$ cat src/rtl/fifo_video_out_pkg.sv
// -----------------------------------------------------------------------------
// fifo_video_out_pkg
// Shared definitions for the FIFO-fed video output block:
//   - state_t          : controller states (idle, waiting for FIFO fill, running)
//   - DEF_*            : default data width, 640x480@60 raster timing, sync
//                        polarity and starvation colour
//   - cnt_width()      : counter width for a given period (never below 1 bit)
// -----------------------------------------------------------------------------
package fifo_video_out_pkg;

    typedef enum logic [1:0] {
        ST_IDLE      = 2'd0,
        ST_WAIT_FILL = 2'd1,
        ST_RUN       = 2'd2
    } state_t;

    localparam int DEF_DATA_WIDTH = 32;

    localparam int DEF_H_ACTIVE = 640;
    localparam int DEF_H_FP     = 16;
    localparam int DEF_H_SYNC   = 96;
    localparam int DEF_H_BP     = 48;

    localparam int DEF_V_ACTIVE = 480;
    localparam int DEF_V_FP     = 10;
    localparam int DEF_V_SYNC   = 2;
    localparam int DEF_V_BP     = 33;

    localparam logic        DEF_SYNC_POL      = 1'b0;
    localparam logic [23:0] DEF_UNDERFLOW_RGB = 24'hFF00FF;

    // Bits needed to count 0 .. total-1; a one-state counter still gets one bit.
    function automatic int cnt_width(input int total);
        return (total > 1) ? $clog2(total) : 1;
    endfunction

endpackage

$ cat src/rtl/video_timing_gen.sv
// -----------------------------------------------------------------------------
// video_timing_gen
// Raster position counters and stage-0 timing decode.
// Ports:
//   clk         in   clock
//   reset       in   synchronous active-high reset (counters to origin)
//   run         in   1 = counters scan the raster, 0 = counters held at origin
//   act         out  current position is inside the active picture
//   hs          out  current position is inside the horizontal sync pulse
//   vs          out  current line is inside the vertical sync pulse
//   frame_first out  position is the first clock of the frame (h=0, v=0)
//   frame_last  out  position is the last clock of the frame
// -----------------------------------------------------------------------------
module video_timing_gen
    import fifo_video_out_pkg::*;
#(
    parameter int H_ACTIVE = DEF_H_ACTIVE,
    parameter int H_FP     = DEF_H_FP,
    parameter int H_SYNC   = DEF_H_SYNC,
    parameter int H_BP     = DEF_H_BP,
    parameter int V_ACTIVE = DEF_V_ACTIVE,
    parameter int V_FP     = DEF_V_FP,
    parameter int V_SYNC   = DEF_V_SYNC,
    parameter int V_BP     = DEF_V_BP
) (
    input  logic clk,
    input  logic reset,
    input  logic run,
    output logic act,
    output logic hs,
    output logic vs,
    output logic frame_first,
    output logic frame_last
);

    localparam int H_TOTAL = H_ACTIVE + H_FP + H_SYNC + H_BP;
    localparam int V_TOTAL = V_ACTIVE + V_FP + V_SYNC + V_BP;
    localparam int HW      = cnt_width(H_TOTAL);
    localparam int VW      = cnt_width(V_TOTAL);
    // One extra bit so boundaries equal to the full period still compare correctly.
    localparam int HX      = HW + 1;
    localparam int VX      = VW + 1;

    localparam logic [HX-1:0] H_ACT_END  = HX'(H_ACTIVE);
    localparam logic [HX-1:0] H_SYNC_BEG = HX'(H_ACTIVE + H_FP);
    localparam logic [HX-1:0] H_SYNC_END = HX'(H_ACTIVE + H_FP + H_SYNC);
    localparam logic [VX-1:0] V_ACT_END  = VX'(V_ACTIVE);
    localparam logic [VX-1:0] V_SYNC_BEG = VX'(V_ACTIVE + V_FP);
    localparam logic [VX-1:0] V_SYNC_END = VX'(V_ACTIVE + V_FP + V_SYNC);
    localparam logic [HW-1:0] H_LAST     = HW'(H_TOTAL - 1);
    localparam logic [VW-1:0] V_LAST     = VW'(V_TOTAL - 1);

    logic [HW-1:0] h_cnt_r;
    logic [VW-1:0] v_cnt_r;
    logic [HX-1:0] h_ext_s;
    logic [VX-1:0] v_ext_s;
    logic          h_last_s;
    logic          v_last_s;

    assign h_ext_s  = {1'b0, h_cnt_r};
    assign v_ext_s  = {1'b0, v_cnt_r};
    assign h_last_s = (h_cnt_r == H_LAST);
    assign v_last_s = (v_cnt_r == V_LAST);

    // Raster counters: parked at the origin unless running, then scan line by line.
    always_ff @(posedge clk) begin
        if (reset) begin
            h_cnt_r <= HW'(1'b0);
            v_cnt_r <= VW'(1'b0);
        end else if (!run) begin
            h_cnt_r <= HW'(1'b0);
            v_cnt_r <= VW'(1'b0);
        end else if (h_last_s) begin
            h_cnt_r <= HW'(1'b0);
            if (v_last_s) begin
                v_cnt_r <= VW'(1'b0);
            end else begin
                v_cnt_r <= v_cnt_r + VW'(1'b1);
            end
        end else begin
            h_cnt_r <= h_cnt_r + HW'(1'b1);
        end
    end

    assign act         = (h_ext_s < H_ACT_END) && (v_ext_s < V_ACT_END);
    assign hs          = (h_ext_s >= H_SYNC_BEG) && (h_ext_s < H_SYNC_END);
    assign vs          = (v_ext_s >= V_SYNC_BEG) && (v_ext_s < V_SYNC_END);
    assign frame_first = (h_cnt_r == HW'(1'b0)) && (v_cnt_r == VW'(1'b0));
    assign frame_last  = h_last_s && v_last_s;

endmodule

$ cat src/rtl/fifo_video_out.sv
// -----------------------------------------------------------------------------
// fifo_video_out
// Streams pixels from a show-after-read FIFO onto a DE/HSYNC/VSYNC video port.
// The raster never stalls: a starved active pixel is painted UNDERFLOW_RGB and
// recorded in a sticky flag.
// Ports:
//   clk           in   clock (also the FIFO read clock)
//   reset         in   synchronous active-high reset
//   enable        in   level request for video output
//   rdreq         out  FIFO read request (combinational, stage 0)
//   q             in   FIFO data, valid the cycle after an accepted rdreq
//   rdempty       in   FIFO empty flag
//   vid_hsync     out  horizontal sync, SYNC_POL when asserted
//   vid_vsync     out  vertical sync, SYNC_POL when asserted
//   vid_de        out  active-video qualifier
//   vid_rgb       out  pixel (q[23:0]), 0 outside active video
//   frame_start   out  one-cycle pulse on the first output cycle of a frame
//   underflow     out  sticky starvation flag
//   underflow_clr in   clears underflow (a new starvation in the same cycle wins)
// -----------------------------------------------------------------------------
module fifo_video_out
    import fifo_video_out_pkg::*;
#(
    parameter int          DATA_WIDTH    = DEF_DATA_WIDTH,
    parameter int          H_ACTIVE      = DEF_H_ACTIVE,
    parameter int          H_FP          = DEF_H_FP,
    parameter int          H_SYNC        = DEF_H_SYNC,
    parameter int          H_BP          = DEF_H_BP,
    parameter int          V_ACTIVE      = DEF_V_ACTIVE,
    parameter int          V_FP          = DEF_V_FP,
    parameter int          V_SYNC        = DEF_V_SYNC,
    parameter int          V_BP          = DEF_V_BP,
    parameter logic        SYNC_POL      = DEF_SYNC_POL,
    parameter logic [23:0] UNDERFLOW_RGB = DEF_UNDERFLOW_RGB
) (
    input  logic                  clk,
    input  logic                  reset,
    input  logic                  enable,
    output logic                  rdreq,
    input  logic [DATA_WIDTH-1:0] q,
    input  logic                  rdempty,
    output logic                  vid_hsync,
    output logic                  vid_vsync,
    output logic                  vid_de,
    output logic [23:0]           vid_rgb,
    output logic                  frame_start,
    output logic                  underflow,
    input  logic                  underflow_clr
);

    localparam logic SYNC_OFF = ~SYNC_POL;

    state_t state_r;
    state_t state_nxt_s;
    logic   run_s;
    logic   act_s;
    logic   hs_s;
    logic   vs_s;
    logic   frame_first_s;
    logic   frame_last_s;
    logic   rd_s;
    logic   starve_s;

    logic   de_r;
    logic   hsync_r;
    logic   vsync_r;
    logic   rd_acc_r;
    logic   frame_start_r;
    logic   underflow_r;

    // Upper FIFO bits carry no pixel information.
    logic   unused_q_s;
    assign unused_q_s = ^q[DATA_WIDTH-1:24];

    assign run_s = (state_r == ST_RUN);

    video_timing_gen #(
        .H_ACTIVE (H_ACTIVE),
        .H_FP     (H_FP),
        .H_SYNC   (H_SYNC),
        .H_BP     (H_BP),
        .V_ACTIVE (V_ACTIVE),
        .V_FP     (V_FP),
        .V_SYNC   (V_SYNC),
        .V_BP     (V_BP)
    ) u_timing (
        .clk         (clk),
        .reset       (reset),
        .run         (run_s),
        .act         (act_s),
        .hs          (hs_s),
        .vs          (vs_s),
        .frame_first (frame_first_s),
        .frame_last  (frame_last_s)
    );

    // Stage 0: fetch a pixel for every active position the FIFO can serve.
    assign rd_s     = run_s & act_s & ~rdempty;
    assign starve_s = run_s & act_s & rdempty;
    assign rdreq    = rd_s;

    // Controller next state; a frame in progress always runs to its last clock.
    always_comb begin
        state_nxt_s = state_r;
        case (state_r)
            ST_IDLE: begin
                if (enable) begin
                    state_nxt_s = ST_WAIT_FILL;
                end else begin
                    state_nxt_s = ST_IDLE;
                end
            end
            ST_WAIT_FILL: begin
                if (!enable) begin
                    state_nxt_s = ST_IDLE;
                end else if (!rdempty) begin
                    state_nxt_s = ST_RUN;
                end else begin
                    state_nxt_s = ST_WAIT_FILL;
                end
            end
            ST_RUN: begin
                if (frame_last_s && !enable) begin
                    state_nxt_s = ST_IDLE;
                end else begin
                    state_nxt_s = ST_RUN;
                end
            end
            default: begin
                state_nxt_s = ST_IDLE;
            end
        endcase
    end

    // Controller state register.
    always_ff @(posedge clk) begin
        if (reset) begin
            state_r <= ST_IDLE;
        end else begin
            state_r <= state_nxt_s;
        end
    end

    // Stage 1: timing qualifiers, read-accepted marker, frame pulse, sticky underflow.
    always_ff @(posedge clk) begin
        if (reset) begin
            de_r          <= 1'b0;
            hsync_r       <= SYNC_OFF;
            vsync_r       <= SYNC_OFF;
            rd_acc_r      <= 1'b0;
            frame_start_r <= 1'b0;
            underflow_r   <= 1'b0;
        end else begin
            de_r          <= run_s & act_s;
            hsync_r       <= (run_s & hs_s) ? SYNC_POL : SYNC_OFF;
            vsync_r       <= (run_s & vs_s) ? SYNC_POL : SYNC_OFF;
            rd_acc_r      <= rd_s;
            frame_start_r <= run_s & frame_first_s;
            if (starve_s) begin
                underflow_r <= 1'b1;
            end else if (underflow_clr) begin
                underflow_r <= 1'b0;
            end else begin
                underflow_r <= underflow_r;
            end
        end
    end

    // The FIFO presents read data one cycle after rdreq, which is exactly the
    // cycle the registered qualifiers describe, so q is selected here directly.
    always_comb begin
        vid_rgb = 24'h000000;
        if (rd_acc_r) begin
            vid_rgb = q[23:0];
        end else if (de_r) begin
            vid_rgb = UNDERFLOW_RGB;
        end else begin
            vid_rgb = 24'h000000;
        end
    end

    assign vid_de      = de_r;
    assign vid_hsync   = hsync_r;
    assign vid_vsync   = vsync_r;
    assign frame_start = frame_start_r;
    assign underflow   = underflow_r;

endmodule
$ cat config.mk
export PLATFORM = sky130hd
export DESIGN_NAME = fifo_video_out
export DESIGN_NICKNAME = d
export VERILOG_FILES = /design/src/rtl/fifo_video_out_pkg.sv /design/src/rtl/video_timing_gen.sv /design/src/rtl/fifo_video_out.sv
export SDC_FILE = /design/constraint.sdc
export NUM_CORES = 1
export LEC_CHECK = 0
export ABC_AREA = 1
export CORE_ASPECT_RATIO = 1.75
export CORE_MARGIN = 8
export CORE_UTILIZATION = 46
export DETAILED_ROUTE_END_ITERATION = 10
export GPL_TIMING_DRIVEN = 0
export PLACE_DENSITY = 0.92
export SYNTH_ARGS = -nofsm -noshare
export SYNTH_HDL_FRONTEND = slang
export SYNTH_SLANG_ARGS = --single-unit
export TNS_END_PERCENT = 1
$ cat constraint.sdc
create_clock -name clk -period 2.21 [get_ports clk]
set_input_delay 0.3315 -clock clk [delete_from_list [all_inputs] [get_ports clk]]
set_output_delay 0.3315 -clock clk [all_outputs]
set_load 0.05 [all_outputs]
# [Yosys cells after proc, flatten, opt, wreduce, memory -nomap -nowiden]
# Index checks and enable logic that the tools add are counted.
[word_totals] register_bits=28 latch_bits=0 ramBits=0 romBits=0 input_bits=37 out_inout_bits=30 wordCells=54 mem_count=0
[classes] addsub=2 n_mul=0 n_div=0 n_lt_le_gt_ge=6 eq_ne=4 shift=0 mux=12 bitwise_logic=8 n_reduce_logical=13
[op_table] op="$mux W24" n=2
[op_table] op="$add A10 B1 Y10 const B" n=2
[op_table] op="$eq A10 B10 Y1 const B" n=2
[op_table] op="$logic_not A10 Y1" n=2
[op_table] op="$lt A10 B10 Y1 const B" n=2
[op_table] op="$lt A10 B9 Y1 const B" n=2
[op_table] op="$ge A10 B10 Y1 const B" n=1
[op_table] op="$ge A10 B9 Y1 const B" n=1
[op_table] op="$mux W10" n=1
[op_table] op="$and A1 B1 Y1" n=6
[op_table] op="$logic_and A1 B1 Y1" n=6
[op_table] op="$mux W2" n=3
[op_table] op="$pmux W2 S3" n=1
[op_table] op="$mux W1" n=5
[op_table] op="$reduce_or A3 Y1" n=1
[op_table] op="$eq A2 B1 Y1 const B" n=1
[op_table] op="$eq A2 B2 Y1 const B" n=1
[op_table] op="$logic_not A2 Y1" n=1
[op_table] op="$not A1 Y1" n=2
[op_table] op="$reduce_bool A2 Y1" n=1
[op_table] op="$reduce_or A2 Y1" n=1
[op_table] op="$logic_not A1 Y1" n=1

# [Longest topological paths before layout]
# Gate-level depths: netlist (run 1).
[logic_depth] depth_word=5 depth_mapped=8 depth_no_buf=8

# [Hierarchy]
# Synthesis (run 1) repeated with hierarchy kept, for this count alone.
[hier_totals] cells_unflattened=268 area_unflattened_um2=1715.4
[modules_own_cells] mod="video_timing_gen" instances=1 cells_per_inst=182 area_per_inst_um2=1192.4 seq_area_each_um2=400.4
[modules_own_cells] mod="fifo_video_out" instances=1 cells_per_inst=86 area_per_inst_um2=523.0 seq_area_each_um2=160.2

# [Least setup slack after synthesis (run 1)]
# OpenSTA, ideal clock, no wires.
[synth_timing] path_type="register to output" startpoint="reg de_r (netlist: vid_de)" endpoint="out vid_rgb[16]" arrival_time_ps=1388 required_ps=1879 setup_slack_ps=491 stages_incl_launch_ff=4 path_buffers=1 path_cell_list="dfxtp_1 nand2_1 buf_2 nand2_1"
[synth_via] elab_chain_len=2
[synth_lines] element="start, declared" line_no="fifo_video_out.sv:64" text="logic de_r;"
[synth_lines] element="start signal, assigned" line_no="fifo_video_out.sv:154" text="de_r <= run_s & act_s;"
[synth_lines] element="$mux W24" line_no="fifo_video_out.sv:175" text="end else if (de_r) begin"
[synth_lines] element="$mux W24" line_no="fifo_video_out.sv:173" text="if (rd_acc_r) begin"
[synth_lines] element="end, declared" line_no="fifo_video_out.sv:45" text="output logic [23:0] vid_rgb,"
# No other way between the ends.

# [Worst setup path after layout (run 1)]
[layout_timing] startpoint="reg u_timing.h_cnt_r[8]" endpoint="out rdreq"
[layout_via] elab_chain_len=4
[layout_lines] element="start, declared" line_no="video_timing_gen.sv:53" text="logic [HW-1:0] h_cnt_r;"
[layout_lines] element="start signal, assigned" line_no="video_timing_gen.sv:68" text="h_cnt_r <= HW'(1'b0);"
[layout_lines] element="start signal, assigned" line_no="video_timing_gen.sv:71" text="h_cnt_r <= HW'(1'b0);"
[layout_lines] element="start signal, assigned" line_no="video_timing_gen.sv:74" text="h_cnt_r <= HW'(1'b0);"
[layout_lines] element="$lt A10 B10 Y1" line_no="video_timing_gen.sv:85" text="assign act = (h_ext_s < H_ACT_END) && (v_ext_s < V_ACT_END);"
[layout_lines] element="$logic_and A1 B1 Y1" line_no="video_timing_gen.sv:85"
[layout_lines] element="$and A1 B1 Y1 (2 in series)" line_no="fifo_video_out.sv:98" text="assign rd_s = run_s & act_s & ~rdempty;"
[layout_lines] element="end, declared" line_no="fifo_video_out.sv:39" text="output logic rdreq,"
# No other way between the ends.

==> results.cfg, run 1 <==
[run_status]
run_status = complete, no violations

[placed_design]
placement.cell_area_um2 = 2230
placement.io_buffers = 58
place_congestion = 0.903
preCtsSetupSlack_ns = -0.0399
detailedPlacementHpwl_um = 3810

[yosys]
synth-async-reset-ratio_pct = 0
ff_latch_count_synth = 28
synth.avg_cell_area_um2 = 6.38
yosysWarningCount = 0
synth-main-ff-cell = sky130_fd_sc_hd__dfxtp_1
syn-cell-area_um2 = 1590
synth_top_cells_by_count = sky130_fd_sc_hd__nand2_1, sky130_fd_sc_hd__inv_1, sky130_fd_sc_hd__dfxtp_1, sky130_fd_sc_hd__nor2_1, sky130_fd_sc_hd__nand3_1
synth.yosys.seq_area_share_pct = 35.2
syn_inst = 250
netlist_top_cells_area = sky130_fd_sc_hd__dfxtp_1, sky130_fd_sc_hd__nand2_1, sky130_fd_sc_hd__inv_1
synth.top_cell.area_share_pct = 35.2
yosysTopAreaCell = sky130_fd_sc_hd__dfxtp_1
most_frequent_cell_after_synthesis = sky130_fd_sc_hd__nand2_1
synthesis.nets = 291
netlist_cell_types = 28
synth_edf_count = 0

[power_and_ir_drop]
internal_power_uw = 808
share_comb_of_total_power_pct = 10.7
power.share.clock_pct = 39.5
worst_ir_drop_vdd_mv = 0.405
power-per-cell-area_nw_per_um2 = 444
leakage_nw = 1.10
p_switching_uw = 213
netSwitchingFraction_pct = 20.9
p_seq_share_pct = 49.8

[critical_path]
critPathRequiredTime_ns = 1.88
critical_path_arrival_ns = 1.75
crit_path_max_fanout = 5
worstSetupStartpointType = register
worstSetupEndpointType = output pin
path_class = register to output pin

[job]
max-cap-violations = 0

[sta]
timing_worst_slew_pin_value_ns = 0.524
max_freq_ghz = 0.480
max-slew-margin-rel_pct = 65.0
hold_viol_final = 0
setup_viol = 0
final_min_period_over_clock_period_pct = 94.3
fin_worst_skew_ns = 0.00779
final.setup.worst_slack_ns = 0.125
rsz0062_at_grt = true
timing.setup.tns_ns = 0
post-route-min-period_ns = 2.08
finalMaxSlewViolations = 0

[cts]
clk-insertion-delay-late_ns = 0.28
clk_pin_slew_worst_paths_ns = 0.10
cts.root.buffer_cell = sky130_fd_sc_hd__clkbuf_8
cts_inserted_buffers = 3
clkSinkCount = 28
clk_path_buf_depth = 2
holdBufCountCts = 0
tritoncts = yes
htreeDepth = 1

[grt]
grt_start_max_net_pins = 17
grt_antenna_before_repair = 0
grt_pass1_wl_um = 7470
busiest_layer = met2
use_met1_pct = 13.7
groute.usage.overall_pct = 16.6
overflow = 0
gr-usage-met3_pct = 4.80
groute.layer.met2.usage_pct = 32.7
via_count_of_the_first_global_routing_pass = 1817

[route]
vias = 1817
detail_route.first_pass.iterations = 4
routed_wire_length_per_instance_um = 13.2
postRouteWirelength_um = 4730
ant_nets = 0
vias_per_cell = 5.09
initialDrtViolationCount = 68
post-route-drc-count = 0

[cells_and_area]
final_net_count = 354
design_area_um2 = 2300
regArea_um2 = 561
multiInputGateArea_um2 = 841
drive_gt1_share_pct = 11.2
diodes = 0
final.fill_count = 292
areaGrowthSynthToFinish_pct = 44.3

[die]
floorplan.die.width_um = 60.5
placement_rows = 28
io_pins = 67
die_area_um2 = 5680
initial_utilization_pct = 47.4
die_ht_um = 93.9
coreArea_um2 = 3360

[min_path]
holdCritPathClass = register to register
==> power by group through the flow <==
stage          registers, mW  logic (mW)  clock network (mW)
2_1_floorplan          0.523      0.0392                   0
3_3_place_gp           0.520       0.110                   0
3_5_place_dp           0.520       0.112                   0
4_1_cts                0.508       0.109               0.409
5_1_grt                0.509       0.116               0.434
6_report               0.508       0.109               0.403
==> layout make-up <==
cell class,instances,share of cell area (%)
well taps,45,2.45
repair buffers,58,25.0
plain buffers,5,1.20
flip-flops and latches,28,24.4
multi-input cells,172,36.6
inverters,45,7.34
clock inverters,1,1.31
clock buffers,3,1.80
==> worst max-delay path: stages, from the launching register on <==
cell,delay [ns]
sky130_fd_sc_hd__dfxtp_1,0.36
sky130_fd_sc_hd__nand2_1,0.11
sky130_fd_sc_hd__inv_1,0.08
sky130_fd_sc_hd__nor3_1,0.20
sky130_fd_sc_hd__nand3_1,0.12
sky130_fd_sc_hd__nor2_1,0.10
sky130_fd_sc_hd__clkdlybuf4s15_1,0.51
==> flip-flops by register name, indices dropped and copies added, names as in the netlist <==
| name | cells |
|---|---|
| u_timing.h_cnt_r | 10 |
| vid_de | 1 |
| rd_acc_r | 1 |
| frame_start | 1 |
| u_timing.v_cnt_r | 10 |
| vid_vsync | 1 |
| vid_hsync | 1 |
| underflow | 1 |
| state_r | 2 |
==> cells in the final DEF, fill, tap and decap left out, types with 2 or more instances in the layout <==
cell type,instances
sky130_fd_sc_hd__nand2_1,73
sky130_fd_sc_hd__inv_1,45
sky130_fd_sc_hd__clkdlybuf4s50_1,33
sky130_fd_sc_hd__dfxtp_1,28
sky130_fd_sc_hd__nor2_1,25
sky130_fd_sc_hd__nand3_1,19
sky130_fd_sc_hd__clkdlybuf4s15_2,13
sky130_fd_sc_hd__nand4_1,8
sky130_fd_sc_hd__a21oi_1,8
sky130_fd_sc_hd__o21ai_0,6
sky130_fd_sc_hd__clkbuf_2,5
sky130_fd_sc_hd__nor3_1,5
sky130_fd_sc_hd__ha_1,4
sky130_fd_sc_hd__dlygate4sd2_1,4
sky130_fd_sc_hd__nor2_2,3
sky130_fd_sc_hd__nor4_1,3
sky130_fd_sc_hd__nand2_2,3
sky130_fd_sc_hd__clkbuf_8,3
sky130_fd_sc_hd__clkdlybuf4s15_1,3
sky130_fd_sc_hd__clkbuf_1,2
sky130_fd_sc_hd__o22ai_1,2
sky130_fd_sc_hd__nand4_2,2
sky130_fd_sc_hd__nor2_4,2
==> repair_timing <==
action                                  CTS  global route
endpoints found under the setup margin   24            23
buffers inserted                          0             0
hold endpoints to repair                  0             0
resized for setup                        51            14
==> cell families (layout without fill, tap and decap cells) <==
| logic type | Yosys count | in the layout | share of synthesized area, % |
|---|---|---|---|
| fa+ha+maj | 4 | 4 | 3.14 |
| compound gates | 21 | 21 | 7.30 |
| simple gates | 146 | 146 | 41.8 |
| flops | 28 | 28 | 35.2 |
| buf+inv | 50 | 112 | 12.1 |
| xor+xnor | 1 | 1 | 0.550 |
==> final timing paths <==
path	start	endpoint	slack, ns	depth (start not counted)
max reg2reg	u_timing.h_cnt_r[0]$_SDFF_PP0_	u_timing.v_cnt_r[1]$_SDFFE_PP0N_	0.65	7
min reg2reg	state_r[1]$_SDFF_PP0_	state_r[0]$_SDFF_PP0_	0.46	1
min	state_r[1]$_SDFF_PP0_	state_r[0]$_SDFF_PP0_	0.46	1
max	u_timing.h_cnt_r[8]$_SDFF_PP0_	rdreq	0.13	6
==> per-stage QoR <==
step	power (mW)	cells	hold WS [ns]	util (%)
2_1_floorplan	0.562	250	0.401	-
3_3_place_gp	0.630	353	0.435	66.3
3_5_place_dp	0.632	353	0.442	66.3
4_1_cts	1.03	357	0.457	68.6
5_1_grt	1.06	357	0.497	68.4
6_report	1.02	357	0.461	68.4
==> metal layers <==
metal  share of wire (%)  wire, µm
met1                  34      1600
met3                  13       622
met4                 2.2       103
met2                  51      2410
met5                   0         0
Note: power is estimated with default switching activity, not from simulation.
==> run 2, diff against run 1 <==
CORE_UTILIZATION = 42   (was 46)
CTS_CLUSTER_SIZE = 10   (was unset)
PLACE_DENSITY = 0.85   (was 0.92)
clock period = 2.1 ns   (was 2.21 ns; I/O delays follow)
==> results.cfg, run 2 (same netlist as run 1, synthesis figures left out) <==
[sta]
post-route-min-period_ns = 1.95
max-slew-margin-rel_pct = 65.8
max_freq_ghz = 0.514
hold_viol_final = 0
timing_worst_slew_pin_value_ns = 0.511
fin_worst_skew_ns = 0.00553
rsz0062_at_grt = false
final_min_period_over_clock_period_pct = 92.6
setup_viol = 0
finalMaxSlewViolations = 0

[critical_path]
worst-r2r-setup-slack_ns = 0.49
worstSetupStartpointType = register
worstSetupEndpointType = output pin
crit_path_max_fanout = 10
path_class = register to output pin
critical_path_arrival_ns = 1.63
critPathRequiredTime_ns = 1.78

[cells_and_area]
drive_gt1_share_pct = 13.5
design_area_um2 = 2310
largestRegisters = u_timing.h_cnt_r: 10 flops, u_timing.v_cnt_r: 10 flops, state_r: 2 flops
final.fill_count = 315
diodes = 0
final_common_cell = sky130_fd_sc_hd__nand2_1
final_net_count = 354
areaGrowthSynthToFinish_pct = 45.2
stdcell_count = 358
most_frequent_cells_in_the_layout = sky130_fd_sc_hd__nand2_1, sky130_fd_sc_hd__inv_1, sky130_fd_sc_hd__clkdlybuf4s50_1, sky130_fd_sc_hd__dfxtp_1, sky130_fd_sc_hd__nor2_1

[route]
vias_per_cell = 5.02
detail_route.first_pass.iterations = 4
postRouteWirelength_um = 4710
vias = 1797
ant_nets = 0
initialDrtViolationCount = 121
post-route-drc-count = 0
routed_wire_length_per_instance_um = 13.1

[die]
die_area_um2 = 6100
floorplan.die.width_um = 62.6
io_pins = 67
initial_utilization_pct = 43.9
die_ht_um = 97.5
placement_rows = 29
coreArea_um2 = 3630

[cts]
post_cts.resized_instances = 64
cts.root.buffer_cell = sky130_fd_sc_hd__clkbuf_8
tritoncts = yes
clkSinkCount = 28
cts_inserted_buffers = 3
clk_pin_slew_worst_paths_ns = 0.10
htreeDepth = 1
clk_path_buf_depth = 2
cts_setup_buffers = 0
holdBufCountCts = 0
clk-insertion-delay-late_ns = 0.28

[placed_design]
place_congestion = 0.903
numPlacedInstances = 354
detailedPlacementHpwl_um = 3710
placement.io_buffers = 58
placement.cell_area_um2 = 2230

[grt]
grt_pass1_wl_um = 8140
groute.usage.overall_pct = 15.7
grt_antenna_before_repair = 0
via_count_of_the_first_global_routing_pass = 1762
overflow = 0
grt_start_max_net_pins = 17

[job]
max-cap-violations = 0

[power_and_ir_drop]
power-per-cell-area_nw_per_um2 = 468
report.power.total_mw = 1.08
worst_ir_drop_vdd_mv = 0.360
leakage_nw = 1.08

[min_path]
holdCritPathClass = register to register

[run_status]
run_status = complete, no violations
[run 2: changes by cell type in the layout (fill, tap and decap cells not counted)]
| cell | change |
|---|---|
| sky130_fd_sc_hd__clkbuf_2 | +1 |
| sky130_fd_sc_hd__clkbuf_1 | -2 |
| sky130_fd_sc_hd__dlymetal6s2s_1 | -1 |
| sky130_fd_sc_hd__clkdlybuf4s15_2 | +6 |
| sky130_fd_sc_hd__clkdlybuf4s15_1 | -3 |
| sky130_fd_sc_hd__dlygate4sd2_1 | -1 |
[run 2: cell type report]
| cell class | count | area [µm²] | area share (%) |
|---|---|---|---|
| multi-input combinational | 172 | 841 | 36.3 |
| timing repair buffer | 58 | 586 | 25.3 |
| sequential | 28 | 561 | 24.2 |
| inverter | 45 | 169 | 7.30 |
| tap | 46 | 57.6 | 2.49 |
| clock buffer | 3 | 41.3 | 1.78 |
| clock inverter | 1 | 30.0 | 1.30 |
| buffer | 5 | 30.0 | 1.30 |
[run 2: path summary, 6_finish.rpt]
kind                             startpoint                               end  cells past startpoint
max                     rd_acc_r$_SDFF_PP0_                       vid_rgb[21]                      6
min reg2reg           state_r[1]$_SDFF_PP0_             state_r[0]$_SDFF_PP0_                      1
max reg2reg  u_timing.h_cnt_r[0]$_SDFF_PP0_  u_timing.v_cnt_r[1]$_SDFFE_PP0N_                      7
min                   state_r[1]$_SDFF_PP0_             state_r[0]$_SDFF_PP0_                      1
[run 2: worst max-delay path: stages (launching register included)]
cell,delay [ns]
sky130_fd_sc_hd__dfxtp_1,0.32
sky130_fd_sc_hd__clkbuf_2,0.16
sky130_fd_sc_hd__inv_1,0.05
sky130_fd_sc_hd__nand2_1,0.17
sky130_fd_sc_hd__clkbuf_4,0.24
sky130_fd_sc_hd__nand2_1,0.08
sky130_fd_sc_hd__clkdlybuf4s15_2,0.34
[run 2: power breakdown]
part           internal (mW)  total, mW  switching (mW)
Sequential             0.534      0.535         0.00139
Clock                  0.256      0.433           0.177
Combinational         0.0609      0.115          0.0544
[run 2: metal layers]
layer	track usage (%)	vias up	share of wire [%]
li1	-	909	-
met1	15.9	804	41
met2	29.6	75	51
met3	3.58	9	6.6
met4	6.36	0	2.1
met5	0	-	0
[run 2: through the flow]
step                setup TNS, ns  util, %  hold slack [ns]  setup WS, ns
detailed placement         -0.684     61.5            0.463       -0.0730
finish                          0     63.8            0.470         0.155
floorplan                       0        -            0.384         0.397
global placement           -0.281     61.5            0.436       -0.0619
global route                    0     63.8            0.491        0.0193
CTS                        -0.117     64.0            0.470       -0.0877
